--- config.mk ---
export PLATFORM = sky130hd
export DESIGN_NAME = scan_chain_controller_flat
export DESIGN_NICKNAME = d
export VERILOG_FILES = /design/src/rtl/scan_chain_controller_pkg.sv /design/src/rtl/scan_chain_controller_if.sv /design/src/rtl/scan_shift_counter.sv /design/src/rtl/scan_chain_controller.sv /design/src/flat_wrapper.sv
export SDC_FILE = /design/constraint.sdc
export NUM_CORES = 1
export LEC_CHECK = 0
export ABC_AREA = 0
export BUFFER_PORTS_ARGS = -buffer_cell sky130_fd_sc_hd__buf_2
export CORE_MARGIN = 3
export CORE_UTILIZATION = 42
export CTS_CLUSTER_SIZE = 24
export DETAILED_ROUTE_END_ITERATION = 8
export GPL_ROUTABILITY_DRIVEN = 0
export PLACE_DENSITY = 0.63
export SLEW_MARGIN = 20
export SYNTH_ARGS = -nofsm -noshare
export SYNTH_HDL_FRONTEND = slang
export SYNTH_HIERARCHICAL = 1
export SYNTH_SLANG_ARGS = --single-unit
--- constraint.sdc ---
create_clock -name clk -period 2.27 [get_ports clk]
set_input_delay 0.227 -clock clk [delete_from_list [all_inputs] [get_ports clk]]
set_output_delay 0.227 -clock clk [all_outputs]
set_load 0.005 [all_outputs]
--- src/rtl/scan_chain_controller_pkg.sv ---
// rtl/scan_chain_controller_pkg.sv - op codes, state encodings and helpers for the scan chain controller
package scan_chain_controller_pkg;

   localparam logic [1:0] OP_SHIFT      = 2'b00;
   localparam logic [1:0] OP_STEP_SHIFT = 2'b01;
   localparam logic [1:0] OP_STEP       = 2'b10;

   localparam logic [1:0] ST_IDLE  = 2'd0;
   localparam logic [1:0] ST_STEP  = 2'd1;
   localparam logic [1:0] ST_SHIFT = 2'd2;
   localparam logic [1:0] ST_RESP  = 2'd3;

   // Reserved op 11 behaves as a plain SHIFT, so only 01 and 10 pulse the core.
   function automatic logic op_has_step(input logic [1:0] op);
      return (op == OP_STEP_SHIFT) || (op == OP_STEP);
   endfunction

endpackage

--- src/rtl/scan_chain_controller_if.sv ---
// rtl/scan_chain_controller_if.sv - command/response handshake bundle between SPI decoder and scan controller
interface scan_chain_controller_if #(
   parameter int CHAIN_LEN = 64
);

   logic                 cmd_valid;
   logic                 cmd_ready;
   logic [1:0]           cmd_op;
   logic [CHAIN_LEN-1:0] cmd_data;
   logic                 rsp_valid;
   logic                 rsp_ready;
   logic [CHAIN_LEN-1:0] rsp_data;

   modport master (
      output cmd_valid, cmd_op, cmd_data, rsp_ready,
      input  cmd_ready, rsp_valid, rsp_data
   );

   modport slave (
      input  cmd_valid, cmd_op, cmd_data, rsp_ready,
      output cmd_ready, rsp_valid, rsp_data
   );

endinterface

--- src/rtl/scan_shift_counter.sv ---
// rtl/scan_shift_counter.sv - loadable down-counter tracking the remaining shift cycles
module scan_shift_counter #(
   parameter int CNT_W = 7
) (
   input  logic             clk,
   input  logic             rst,
   input  logic             load,
   input  logic             dec,
   input  logic [CNT_W-1:0] load_val,
   output logic             last
);

   logic [CNT_W-1:0] count;

   always_ff @(posedge clk) begin
      if (rst) begin
         count <= '0;
      end else if (load) begin
         count <= load_val;
      end else if (dec && (count != '0)) begin
         count <= count - 1'b1;
      end
   end

   assign last = (count == CNT_W'(1));

endmodule

--- src/rtl/scan_chain_controller.sv ---
// rtl/scan_chain_controller.sv - sequences functional step and serial shift of a scan chain per command
module scan_chain_controller
   import scan_chain_controller_pkg::*;
#(
   parameter int CHAIN_LEN = 64
) (
   input  logic                    clk,
   input  logic                    rst,
   scan_chain_controller_if.slave  bus,
   output logic                    scan_enable,
   output logic                    scan_in,
   input  logic                    scan_out,
   output logic                    func_step,
   output logic                    busy
);

   localparam int CNT_W = $clog2(CHAIN_LEN + 1);

   logic [1:0]           state;
   logic [1:0]           op;
   logic [CHAIN_LEN-1:0] load_reg;
   logic [CHAIN_LEN-1:0] capture_reg;
   logic                 cnt_last;
   logic                 accept;

   assign accept = (state == ST_IDLE) && bus.cmd_valid;

   scan_shift_counter #(.CNT_W(CNT_W)) u_counter (
      .clk      (clk),
      .rst      (rst),
      .load     (accept),
      .dec      (state == ST_SHIFT),
      .load_val (CNT_W'(CHAIN_LEN)),
      .last     (cnt_last)
   );

   always_ff @(posedge clk) begin
      if (rst) begin
         state       <= ST_IDLE;
         op          <= OP_SHIFT;
         load_reg    <= '0;
         capture_reg <= '0;
      end else begin
         case (state)
            ST_IDLE: begin
               if (bus.cmd_valid) begin
                  op       <= bus.cmd_op;
                  load_reg <= bus.cmd_data;
                  state    <= op_has_step(bus.cmd_op) ? ST_STEP : ST_SHIFT;
               end
            end
            ST_STEP: begin
               state <= (op == OP_STEP) ? ST_RESP : ST_SHIFT;
            end
            ST_SHIFT: begin
               // First bit out of the chain ends up in the capture MSB.
               load_reg    <= load_reg << 1;
               capture_reg <= {capture_reg[CHAIN_LEN-2:0], scan_out};
               if (cnt_last) begin
                  state <= ST_RESP;
               end
            end
            default: begin
               if (bus.rsp_ready) begin
                  state <= ST_IDLE;
               end
            end
         endcase
      end
   end

   assign bus.cmd_ready = (state == ST_IDLE);
   assign bus.rsp_valid = (state == ST_RESP);
   assign bus.rsp_data  = capture_reg;
   assign scan_enable   = (state == ST_SHIFT);
   assign func_step     = (state == ST_STEP);
   assign busy          = (state != ST_IDLE);
   assign scan_in       = load_reg[CHAIN_LEN-1];

endmodule
--- src/flat_wrapper.sv ---
// flat-port wrapper written by rule: the top's interface ports become plain ports
module scan_chain_controller_flat import scan_chain_controller_pkg::*;
#(
   parameter int CHAIN_LEN = 64
)
  (clk, rst, scan_enable, scan_in, scan_out, func_step, busy, bus_cmd_valid, bus_cmd_op, bus_cmd_data, bus_rsp_ready, bus_cmd_ready, bus_rsp_valid, bus_rsp_data);
  scan_chain_controller_if #(.CHAIN_LEN(CHAIN_LEN)) bus_i ();
  input  logic clk;
  input  logic rst;
  output logic scan_enable;
  output logic scan_in;
  input  logic scan_out;
  output logic func_step;
  output logic busy;
  input wire logic [$bits(bus_i.cmd_valid)-1:0] bus_cmd_valid;
  input wire logic [$bits(bus_i.cmd_op)-1:0] bus_cmd_op;
  input wire logic [$bits(bus_i.cmd_data)-1:0] bus_cmd_data;
  input wire logic [$bits(bus_i.rsp_ready)-1:0] bus_rsp_ready;
  output wire logic [$bits(bus_i.cmd_ready)-1:0] bus_cmd_ready;
  output wire logic [$bits(bus_i.rsp_valid)-1:0] bus_rsp_valid;
  output wire logic [$bits(bus_i.rsp_data)-1:0] bus_rsp_data;
  assign bus_i.cmd_valid = bus_cmd_valid;
  assign bus_i.cmd_op = bus_cmd_op;
  assign bus_i.cmd_data = bus_cmd_data;
  assign bus_i.rsp_ready = bus_rsp_ready;
  assign bus_cmd_ready = bus_i.cmd_ready;
  assign bus_rsp_valid = bus_i.rsp_valid;
  assign bus_rsp_data = bus_i.rsp_data;
  scan_chain_controller #(.CHAIN_LEN(CHAIN_LEN)) u_core (.clk(clk), .rst(rst), .bus(bus_i), .scan_enable(scan_enable), .scan_in(scan_in), .scan_out(scan_out), .func_step(func_step), .busy(busy));
endmodule
==> results.json <==
{
  "synth-async-reset-ratio": 0,
  "hold_viol": 0,
  "drt_iter0_drc": 269,
  "antenna_cells": 0,
  "synth_edf_count": 0,
  "drv_slew": 0,
  "setup.worst_path.start": "u_core/state[0]",
  "crit_path_end": "u_core/u_counter/count[5]",
  "synthMuxAreaShare": 0.214,
  "finalInstanceArea_mm2": 0.00755,
  "drc": 0,
  "synth_cells": 588,
  "r2r_start": "u_core/state[0]",
  "cts_tree": "built",
  "clk_pin_slew_ns": 0.06,
  "routed_wl_mm": 12.7,
  "skew_ns": 0.00600,
  "max_freq_mhz": 488,
  "crit_path_end_kind": "flop",
  "place_area_mm2": 0.00688,
  "holdWs_ns": 0.0551,
  "io_pins": 141,
  "synth_warnings": 6,
  "crit_path_start_kind": "flop",
  "antenna_found_initial": 0,
  "synth_compound_area_frac": 0.137,
  "synth_top_family_by_area": "multiplexers",
  "dp.cells": 877,
  "ys_seq_area_frac": 0.464,
  "cp_max_fo": 5,
  "coreArea_mm2": 0.0139,
  "finalSetupTns_ns": 0,
  "cap_viol_max_count": 0,
  "grt_use_met2": 0.249,
  "viasPerCell": 5.08,
  "drive_above_1_share": 0.299,
  "grt_pass1_wl_mm": 21.6,
  "clkSinkCount": 139,
  "ys_seq_elements": 139,
  "die_x_um": 125,
  "status": "finished, final reports clean",
  "hold_path_class": "input pin to flop",
  "use_met1": 0.211,
  "setup_viol_count_final": 0,
  "period_minus_slack_ns": 2.05,
  "vias": 4616,
  "peakVddDrop_mv": 0.636,
  "drtPass1Iterations": 4,
  "first_global_vias": 4564,
  "io_buffers": 140,
  "stdcell_count": 909,
  "crit_type": "flop to flop",
  "cts_buffer_depth": 2,
  "dieArea_mm2": 0.0157,
  "total_power_w": 0.00970,
  "rrSetupSlack_ns": 0.22,
  "crit-reg2reg-capture": "u_core/u_counter/count[5]",
  "area_growth_pct": 25.9,
  "yosys.area_share.simple": 0.113,
  "grt.total_usage": 0.165,
  "leakage_nw": 3.10,
  "rows": 43,
  "synth_area_per_cell_um2": 10.2,
  "synth_xor_xnor_area_share": 0.00146,
  "ctsHtreeMaxLevel": 4,
  "wl_per_cell_um": 14.0,
  "syn-cell-area_mm2": 0.00599,
  "final_cell_mix": "buf_2 (139), dfxtp_1 (139), nor2_1 (131)",
  "rr_worst_depth": 5,
  "fin_crit_sh": 0.902,
  "worstPathRequired_ns": 2.59,
  "rsz0062_at_grt": "false",
  "place_hpwl_mm": 8.66,
  "nets": 797,
  "clk_latency_ns": 0.41,
  "cts_hold_buf": 0,
  "drtAntennaViolNets": 0,
  "synth_fa_ha_area_frac": 0.0209,
  "grt_start_max_net_pins": 74,
  "max-slew-margin-rel": 0.374,
  "tightest_slew_ns": 0.926,
  "fp.dieH_um": 125,
  "clock-root-buffer": "clkbuf_16",
  "ys.flop_type": "dfxtp_1",
  "power_density_mw_per_mm2": 1290,
  "gr-total-overflow": 0,
  "grt_use_met3": 0.0692,
  "initial_core_util": 0.430,
  "cts_made_buffers": 17,
  "cp.arrival_ns": 2.37,
  "grt-busiest-layer": "met2",
  "ys_types": 43
}
## area by class of cell
class / instances / area [um2]
Clock inverter: 11 / 190
Multi-Input combinational cell: 395 / 2970
Clock buffer: 21 / 470
Inverter: 13 / 48.8
Timing Repair Buffer: 150 / 857
Sequential cell: 139 / 2780
Fill cell: 1249 / 6390
Tap cell: 180 / 225
## how the worst min path moves through the flow
stage                 start                   endpoint  slack (ns)  cells past startpoint
2_1_floorplan           rst  u_core/u_counter/count[5]        0.30                      1
3_3_place_gp   u_core/op[1]               u_core/op[1]        0.44                      2
3_5_place_dp   u_core/op[0]               u_core/op[0]        0.45                      2
4_1_cts            scan_out     u_core/bus.rsp_data[0]        0.04                      3
5_1_grt            scan_out     u_core/bus.rsp_data[0]        0.08                      3
6_report           scan_out     u_core/bus.rsp_data[0]        0.06                      3
## Yosys cell counts, types with 3 or more instances
cell type    n  area [um2]
nand2_1      5        18.8
inv_1       13        48.8
nor2b_1      3        18.8
o21ai_0      3        15.0
buf_2       22         110
nor2_1     131         492
a211oi_2    30         375
a211oi_1    34         255
ha_1        10         125
buf_6        4        45.0
mux2i_1    127        1270
clkbuf_1    15        56.3
dfxtp_1    139        2780
nand3_1      4        20.0
a221oi_1     4        35.0
a21oi_1      5        25.0
## logic make-up (layout without fill, tap and decap cells)
logic type,after synthesis,in the layout
XOR/XNOR,1,1
other,2,7
multiplexers,128,128
AO/OA/AOI/OAI,90,90
adder cells (fa/ha/maj),10,10
buffers and inverters,59,195
flip-flops,139,139
AND/OR/NAND/NOR,159,159
## worst max-delay path: stages, from the launching register on
cell	delay, ns
dfxtp_1	0.33
inv_1	0.23
ha_4	0.21
or4b_4	0.48
or4b_1	0.47
a311oi_1	0.25
## repair_timing
item,4_1_cts,5_1_grt
endpoints found under the setup margin,0,1
buffers inserted,0,0
resized for setup,0,1
## power breakdown
part / total (W) / internal, W / switching (W)
Combinational: 0.00347 / 0.00156 / 0.00191
Clock: 0.00304 / 0.00203 / 0.00100
Sequential: 0.00319 / 0.00291 / 0.000285
## stage by stage
stage | setup WS [ns] | utilization
finish | 0.223 | 0.542
global route | 0.130 | 0.542
CTS | 0.0253 | 0.541
floorplan | 0.250 | -
detailed placement | 0.165 | 0.494
global placement | 0.243 | 0.494
## layer usage
metal,vias up,share of wire
li1,2329,-
met1,2141,0.47
met2,132,0.44
met3,14,0.084
met4,0,0.014
met5,-,0
No activity file was read; power rests on OpenSTA's default activity.
